[src/rtl/spmv_csr_accum.sv]
// Sparse matrix-vector accumulator for matrices in CSR form.
// Each nonzero/vector pair is multiplied in Q-format, and the product is
// accumulated into the result register of the row that owns it.
// Row ownership is derived from the latched row-pointer array.
module spmv_csr_accum #(
   parameter int N_ROWS = 16,
   parameter int DATA_W = 16,
   parameter int FRAC_W = 8,
   parameter int PTR_W  = 8,
   parameter int ACC_W  = 16
) (
   input  logic                          i_clk,
   input  logic                          i_rstn,
   input  logic                          i_start,
   input  logic [(N_ROWS+1)*PTR_W-1:0]   i_row_ptr,
   input  logic                          i_nnz_valid,
   output logic                          o_nnz_ready,
   input  logic [DATA_W-1:0]             i_read_data_A,
   input  logic [DATA_W-1:0]             i_read_data_B,
   output logic [N_ROWS*ACC_W-1:0]       o_register,
   output logic [$clog2(N_ROWS)-1:0]     o_row_idx,
   output logic                          o_busy,
   output logic                          o_done,
   output logic                          o_err
);

   localparam int RIDX_W = $clog2(N_ROWS);
   localparam int PROD_W = 2 * DATA_W;
   // The sum is wide enough for a full-range product plus a full-range
   // accumulator, so saturation always sees the true value.
   localparam int SUM_W  = ((PROD_W > ACC_W) ? PROD_W : ACC_W) + 1;

   localparam logic signed [SUM_W-1:0] SAT_MAX = {{(SUM_W-ACC_W+1){1'b0}}, {(ACC_W-1){1'b1}}};
   localparam logic signed [SUM_W-1:0] SAT_MIN = {{(SUM_W-ACC_W+1){1'b1}}, {(ACC_W-1){1'b0}}};

   typedef enum logic [1:0] {
      S_IDLE,
      S_RUN,
      S_DRAIN,
      S_DONE
   } state_t;

   state_t                              state_q, state_d;
   logic [(N_ROWS+1)*PTR_W-1:0]         ptr_q, ptr_d;
   logic [PTR_W-1:0]                    k_q, k_d;
   logic [RIDX_W-1:0]                   r_q, r_d;
   logic                                first_q, first_d;
   logic                                err_q, err_d;
   logic                                drain_q, drain_d;

   logic                                s1_vld_q, s1_vld_d;
   logic [DATA_W-1:0]                   s1_a_q, s1_a_d;
   logic [DATA_W-1:0]                   s1_b_q, s1_b_d;
   logic [RIDX_W-1:0]                   s1_row_q, s1_row_d;

   logic                                s2_vld_q, s2_vld_d;
   logic signed [PROD_W-1:0]            s2_prod_q, s2_prod_d;
   logic [RIDX_W-1:0]                   s2_row_q, s2_row_d;

   logic [N_ROWS-1:0][ACC_W-1:0]        acc_q, acc_d;

   logic [PTR_W-1:0]                    ptr_end;
   logic [PTR_W-1:0]                    ptr_next_row;
   logic [RIDX_W:0]                     next_row_idx;
   logic                                malformed;
   logic                                ready;
   logic                                xfer;
   logic signed [PROD_W-1:0]            prod_full;
   logic signed [SUM_W-1:0]             sum;

   // Row-pointer lookups and the monotonicity check on the latched array
   always_comb begin
      ptr_end      = ptr_q[N_ROWS*PTR_W +: PTR_W];
      next_row_idx = {1'b0, r_q} + 1'b1;
      ptr_next_row = ptr_q[next_row_idx*PTR_W +: PTR_W];
      malformed    = 1'b0;
      for (int j = 0; j < N_ROWS; j++) begin
         if (ptr_q[(j+1)*PTR_W +: PTR_W] < ptr_q[j*PTR_W +: PTR_W]) begin
            malformed = 1'b1;
         end
      end
   end

   // Control FSM: start latch, empty-row skipping, handshake, drain and done
   always_comb begin
      state_d = state_q;
      ptr_d   = ptr_q;
      k_d     = k_q;
      r_d     = r_q;
      first_d = first_q;
      err_d   = err_q;
      drain_d = drain_q;
      ready   = 1'b0;
      xfer    = 1'b0;
      case (state_q)
         S_IDLE: begin
            if (i_start) begin
               ptr_d   = i_row_ptr;
               k_d     = i_row_ptr[0 +: PTR_W];
               r_d     = '0;
               err_d   = 1'b0;
               first_d = 1'b1;
               state_d = S_RUN;
            end
         end
         S_RUN: begin
            first_d = 1'b0;
            if (first_q && malformed) begin
               err_d   = 1'b1;
               drain_d = 1'b0;
               state_d = S_DRAIN;
            end else if (k_q == ptr_end) begin
               drain_d = 1'b0;
               state_d = S_DRAIN;
            end else if (k_q == ptr_next_row) begin
               r_d = r_q + 1'b1;
            end else begin
               ready = 1'b1;
               if (i_nnz_valid) begin
                  xfer = 1'b1;
                  k_d  = k_q + 1'b1;
               end
            end
         end
         S_DRAIN: begin
            if (drain_q) begin
               state_d = S_DONE;
            end else begin
               drain_d = 1'b1;
            end
         end
         S_DONE: begin
            state_d = S_IDLE;
         end
         default: begin
            state_d = S_IDLE;
         end
      endcase
   end

   // Datapath: operand capture, Q-format product, saturating row accumulate
   always_comb begin
      s1_vld_d  = xfer;
      s1_a_d    = xfer ? i_read_data_A : s1_a_q;
      s1_b_d    = xfer ? i_read_data_B : s1_b_q;
      s1_row_d  = xfer ? r_q : s1_row_q;

      prod_full = $signed(s1_a_q) * $signed(s1_b_q);
      s2_vld_d  = s1_vld_q;
      s2_prod_d = prod_full >>> FRAC_W;
      s2_row_d  = s1_row_q;

      acc_d = acc_q;
      sum   = {{(SUM_W-ACC_W){acc_q[s2_row_q][ACC_W-1]}}, acc_q[s2_row_q]}
            + {{(SUM_W-PROD_W){s2_prod_q[PROD_W-1]}}, s2_prod_q};
      if (s2_vld_q) begin
         if (sum > SAT_MAX) begin
            acc_d[s2_row_q] = SAT_MAX[ACC_W-1:0];
         end else if (sum < SAT_MIN) begin
            acc_d[s2_row_q] = SAT_MIN[ACC_W-1:0];
         end else begin
            acc_d[s2_row_q] = sum[ACC_W-1:0];
         end
      end
      if (state_q == S_IDLE && i_start) begin
         acc_d = '0;
      end
   end

   // State and pipeline registers; reset discards any in-flight pairs
   always_ff @(posedge i_clk) begin
      if (!i_rstn) begin
         state_q   <= S_IDLE;
         ptr_q     <= '0;
         k_q       <= '0;
         r_q       <= '0;
         first_q   <= 1'b0;
         err_q     <= 1'b0;
         drain_q   <= 1'b0;
         s1_vld_q  <= 1'b0;
         s1_a_q    <= '0;
         s1_b_q    <= '0;
         s1_row_q  <= '0;
         s2_vld_q  <= 1'b0;
         s2_prod_q <= '0;
         s2_row_q  <= '0;
         acc_q     <= '0;
      end else begin
         state_q   <= state_d;
         ptr_q     <= ptr_d;
         k_q       <= k_d;
         r_q       <= r_d;
         first_q   <= first_d;
         err_q     <= err_d;
         drain_q   <= drain_d;
         s1_vld_q  <= s1_vld_d;
         s1_a_q    <= s1_a_d;
         s1_b_q    <= s1_b_d;
         s1_row_q  <= s1_row_d;
         s2_vld_q  <= s2_vld_d;
         s2_prod_q <= s2_prod_d;
         s2_row_q  <= s2_row_d;
         acc_q     <= acc_d;
      end
   end

   assign o_nnz_ready = ready;
   assign o_register  = acc_q;
   assign o_row_idx   = (state_q == S_RUN) ? r_q : '0;
   assign o_busy      = (state_q != S_IDLE);
   assign o_done      = (state_q == S_DONE);
   assign o_err       = err_q;

endmodule
[config.mk]
export PLATFORM = sky130hd
export DESIGN_NAME = spmv_csr_accum
export DESIGN_NICKNAME = d
export VERILOG_FILES = /design/src/rtl/spmv_csr_accum.sv
export SDC_FILE = /design/constraint.sdc
export NUM_CORES = 2
export LEC_CHECK = 0
export ABC_AREA = 1
export CELL_PAD_IN_SITES_DETAIL_PLACEMENT = 1
export CELL_PAD_IN_SITES_GLOBAL_PLACEMENT = 2
export CORE_MARGIN = 4
export CORE_UTILIZATION = 29
export DETAILED_ROUTE_END_ITERATION = 10
export PLACE_DENSITY = 0.89
export SLEW_MARGIN = 25
export SYNTH_ARGS = -nofsm -noshare
export SYNTH_HDL_FRONTEND = slang
export SYNTH_SLANG_ARGS = --single-unit
[constraint.sdc]
create_clock -name i_clk -period 5.6 [get_ports i_clk]
set_input_delay 1.68 -clock i_clk [delete_from_list [all_inputs] [get_ports i_clk]]
set_output_delay 1.68 -clock i_clk [all_outputs]
set_load 0.005 [all_outputs]
==> flow_metrics.py <==
metrics = {
    "status": {
        "status": "finished, final reports clean",
    },
    "floorplan": {
        "die_w_um": 404,
        "core_area_um2": 155000,
        "dieArea_um2": 163000,
        "rows": 144,
        "die_height_um": 404,
        "io_pins": 436,
        "initial_utilization_pct": 29.3,
    },
    "sta": {
        "setup_viol": 0,
        "relSlewSlack_pct": 33.7,
        "layout_setup_ws_ns": 0.0585,
        "fin_tns_setup_ns": 0,
        "hold_viol": 0,
        "rsz0062_at_grt": "true",
        "fmax_mhz": 180,
        "timing.final.crit_share_pct": 99.0,
        "whs_ns": 0.412,
        "worstMarginPinSlew_ns": 0.995,
        "slew_viol_final": 0,
        "fin_skew_ns": 0.0383,
        "period_needed_ns": 5.54,
    },
    "grt": {
        "grt-ovfl-total": 0,
        "grt_pass1_vias": 51400,
        "grt_pass1_wl_um": 314000,
        "grt_use_total_pct": 24.5,
        "antenna_found_initial": 8,
        "grt_max_degree": 109,
    },
    "drt": {
        "ant_nets": 0,
        "drc": 0,
        "drtIter0Drc": 3503,
        "vias": 50900,
        "dr.pass1.iters": 5,
        "via_per_inst": 5.11,
        "drt_wl_total_um": 207000,
        "wl_per_cell_um": 20.8,
    },
    "critical_path": {
        "worstSetupPathType": "register to register",
        "startpoint": "s1_b_q[8]",
        "critPathLaunchType": "register",
        "end_kind": "register",
        "critical-path-top-delay-family": "adder cells",
        "slowest_delay_ns": 0.58,
        "cp_max_fo": 6,
        "cp_cell_sequence": "buf_12 -> nand2_4 -> fa_1 -> inv_2 -> fa_1 -> inv_2 -> fa_1 -> inv_2 -> fa_1 -> fa_1 -> inv_2 -> fa_1 -> inv_2 -> ha_4 -> buf_6 -> nand2_4 -> nor2_4 -> inv_2 -> buf_4 -> nor2_4 -> a31oi_4 -> buf_4 -> or2_2 -> a21oi_1",
        "r2r-start": "s1_b_q[8]",
        "crit_required_ns": 6.19,
        "slowest_stage": "fa_1",
        "crit_buf_inv": 10,
        "critPathArrivalTime_ns": 6.13,
    },
    "placed_design": {
        "placed_area_um2": 53300,
        "place_congestion": 0.888,
        "port_buffers": 435,
        "dp_hpwl_um": 153000,
        "dp_worst_setup_slack_ns": -0.230,
        "dp_cells": 9817,
    },
    "worst_hold_path": {
        "hold_class": "register to register",
        "min_from": "s1_vld_q",
    },
    "clock_network": {
        "clk_latency_ns": 0.68,
        "cts.clk_slew.worst_paths_ns": 0.05,
        "cts_buffer_depth": 3,
        "cts_buffers": 67,
        "clock-sinks": 475,
        "root_buffer": "clkbuf_16",
        "tritoncts": "yes",
        "htreeDepth": 3,
    },
    "run": {
        "drv_cap": 0,
    },
    "synth": {
        "syn_area_um2": 45400,
        "synthesis.nets": 8175,
        "yosysTopAreaCellShare_pct": 22.2,
        "synth_warnings": 0,
        "synth-async-reset-ratio_pct": 0,
        "synth_cells": 7520,
        "ys_seq_area_share_pct": 20.9,
        "synth.most_common_cell": "nand2_1",
        "yosys.cell_types.count": 49,
        "yosys-top-cells-count": "2686 x nand2_1, 978 x inv_1, 691 x nand3_1",
        "synth-edff-count": 0,
        "yosys-top-cells-area": "nand2_1 22%, dfxtp_1 21%, fa_1 12%",
        "synthFlopType": "dfxtp_1",
        "synth_area_leader_cell": "nand2_1",
        "syn_area_per_cell_um2": 6.04,
        "ys_ff_latch": 475,
    },
    "final_layout": {
        "final_cell_area_um2": 56400,
        "fin_util_pct": 36.4,
        "drive_gt1_share_pct": 8.25,
        "nets": 8523,
        "regArea_um2": 9580,
        "multi_input_area_um2": 30400,
        "synthToLayoutAreaGrowth_pct": 24.2,
        "n_fill_cell": 20100,
        "instances_no_fill": 9966,
    },
    "power_and_ir_drop": {
        "powerDensity_nw_per_um2": 311,
        "ir_worst_vdd_uv": 315,
        "total_leakage_power_nw": 29.9,
        "totalPowerFinal_mw": 17.5,
    },
}
==> where the power goes <==
group          internal, mW  switching (mW)  total (mW)
Combinational          2.82            5.93        8.74
Sequential             3.82           0.431        4.25
Clock                  2.65            1.88        4.54
Total                  9.29            8.24        17.5
==> layout by cell type (no fill, tap or decap), drive strengths merged <==
cell type,n
o211ai,27
nor3,18
nand4,62
nand3b,4
nand3,694
nor4,5
nand2,2699
buf,341
o31a,8
clkbuf,103
a211oi,6
o21bai,1
and2,3
a31oi,5
mux2i,6
diode,4
a221oi,1
clkinvlp,4
fa,262
xnor2,12
o31ai,1
a21boi,1
o21a,14
xor2,24
dfxtp,475
or2,11
inv,997
o21ai,299
a21oi,324
a2111oi,1
ha,221
nor2,699
bufinv,4
o22ai,128
clkdlybuf4s50,434
o221ai,1
clkinv,23
==> repair_timing <==
action,CTS,global route
endpoints found under the setup margin,16,266
hold buffers,0,0
gates resized for setup,32,170
pin swaps,1,55
setup buffers,0,26
==> registers in the layout, indices dropped and copies added, names as in the netlist <==
register / count
state_q: 2
o_err: 1
s1_row_q: 4
s2_vld_q: 1
o_register: 256
first_q: 1
ptr_q: 136
s1_a_q: 16
s2_row_q: 4
s1_vld_q: 1
k_q: 8
s2_prod_q: 24
r_q: 4
s1_b_q: 16
drain_q: 1
==> area by class of cell <==
type                            count  area share [%]
Antenna cell                        4          0.0177
Clock buffer                      102            3.55
Clock inverter                     17           0.413
Inverter                         1011            6.74
Multi-Input combinational cell   5537            53.9
Sequential cell                   475            17.0
Tap cell                         2044            4.53
Timing Repair Buffer              776            13.8
==> per-layer routing <==
layer  part of all wire [%]  GRT usage [%]  vias to the layer above
met3                    6.1           3.34                      344
met5                 0.0039              0                        -
li1                       -              -                    24000
met4                    4.5           9.98                        2
met1                     43           32.1                    25100
met2                     46           40.8                     1506
==> worst min-delay path: stages (launching register included) <==
cell,delay [ns]
dfxtp_1,0.29
nand2_1,0.05
inv_1,0.03
==> cell families (layout without fill, tap and decap cells) <==
family	Yosys count	after routing	share of synthesized area (%)
flip-flops	475	475	20.9
XOR/XNOR	36	36	0.694
AND/OR/NAND/NOR	4195	4195	37.4
AO/OA/AOI/OAI	817	817	9.74
adder cells (fa/ha/maj)	483	483	17.6
buffers and inverters	1508	1906	13.5
multiplexers	6	6	0.132
other	0	4	0
==> worst paths after layout <==
path | to | slack [ns] | cells after the start
hold reg to reg | s2_vld_q | 0.41 | 2
setup reg to reg | s2_prod_q[17] | 0.06 | 24
hold / removal | s2_vld_q | 0.41 | 2
setup / recovery | s2_prod_q[17] | 0.06 | 24
No activity file was read; power rests on OpenSTA's default activity.
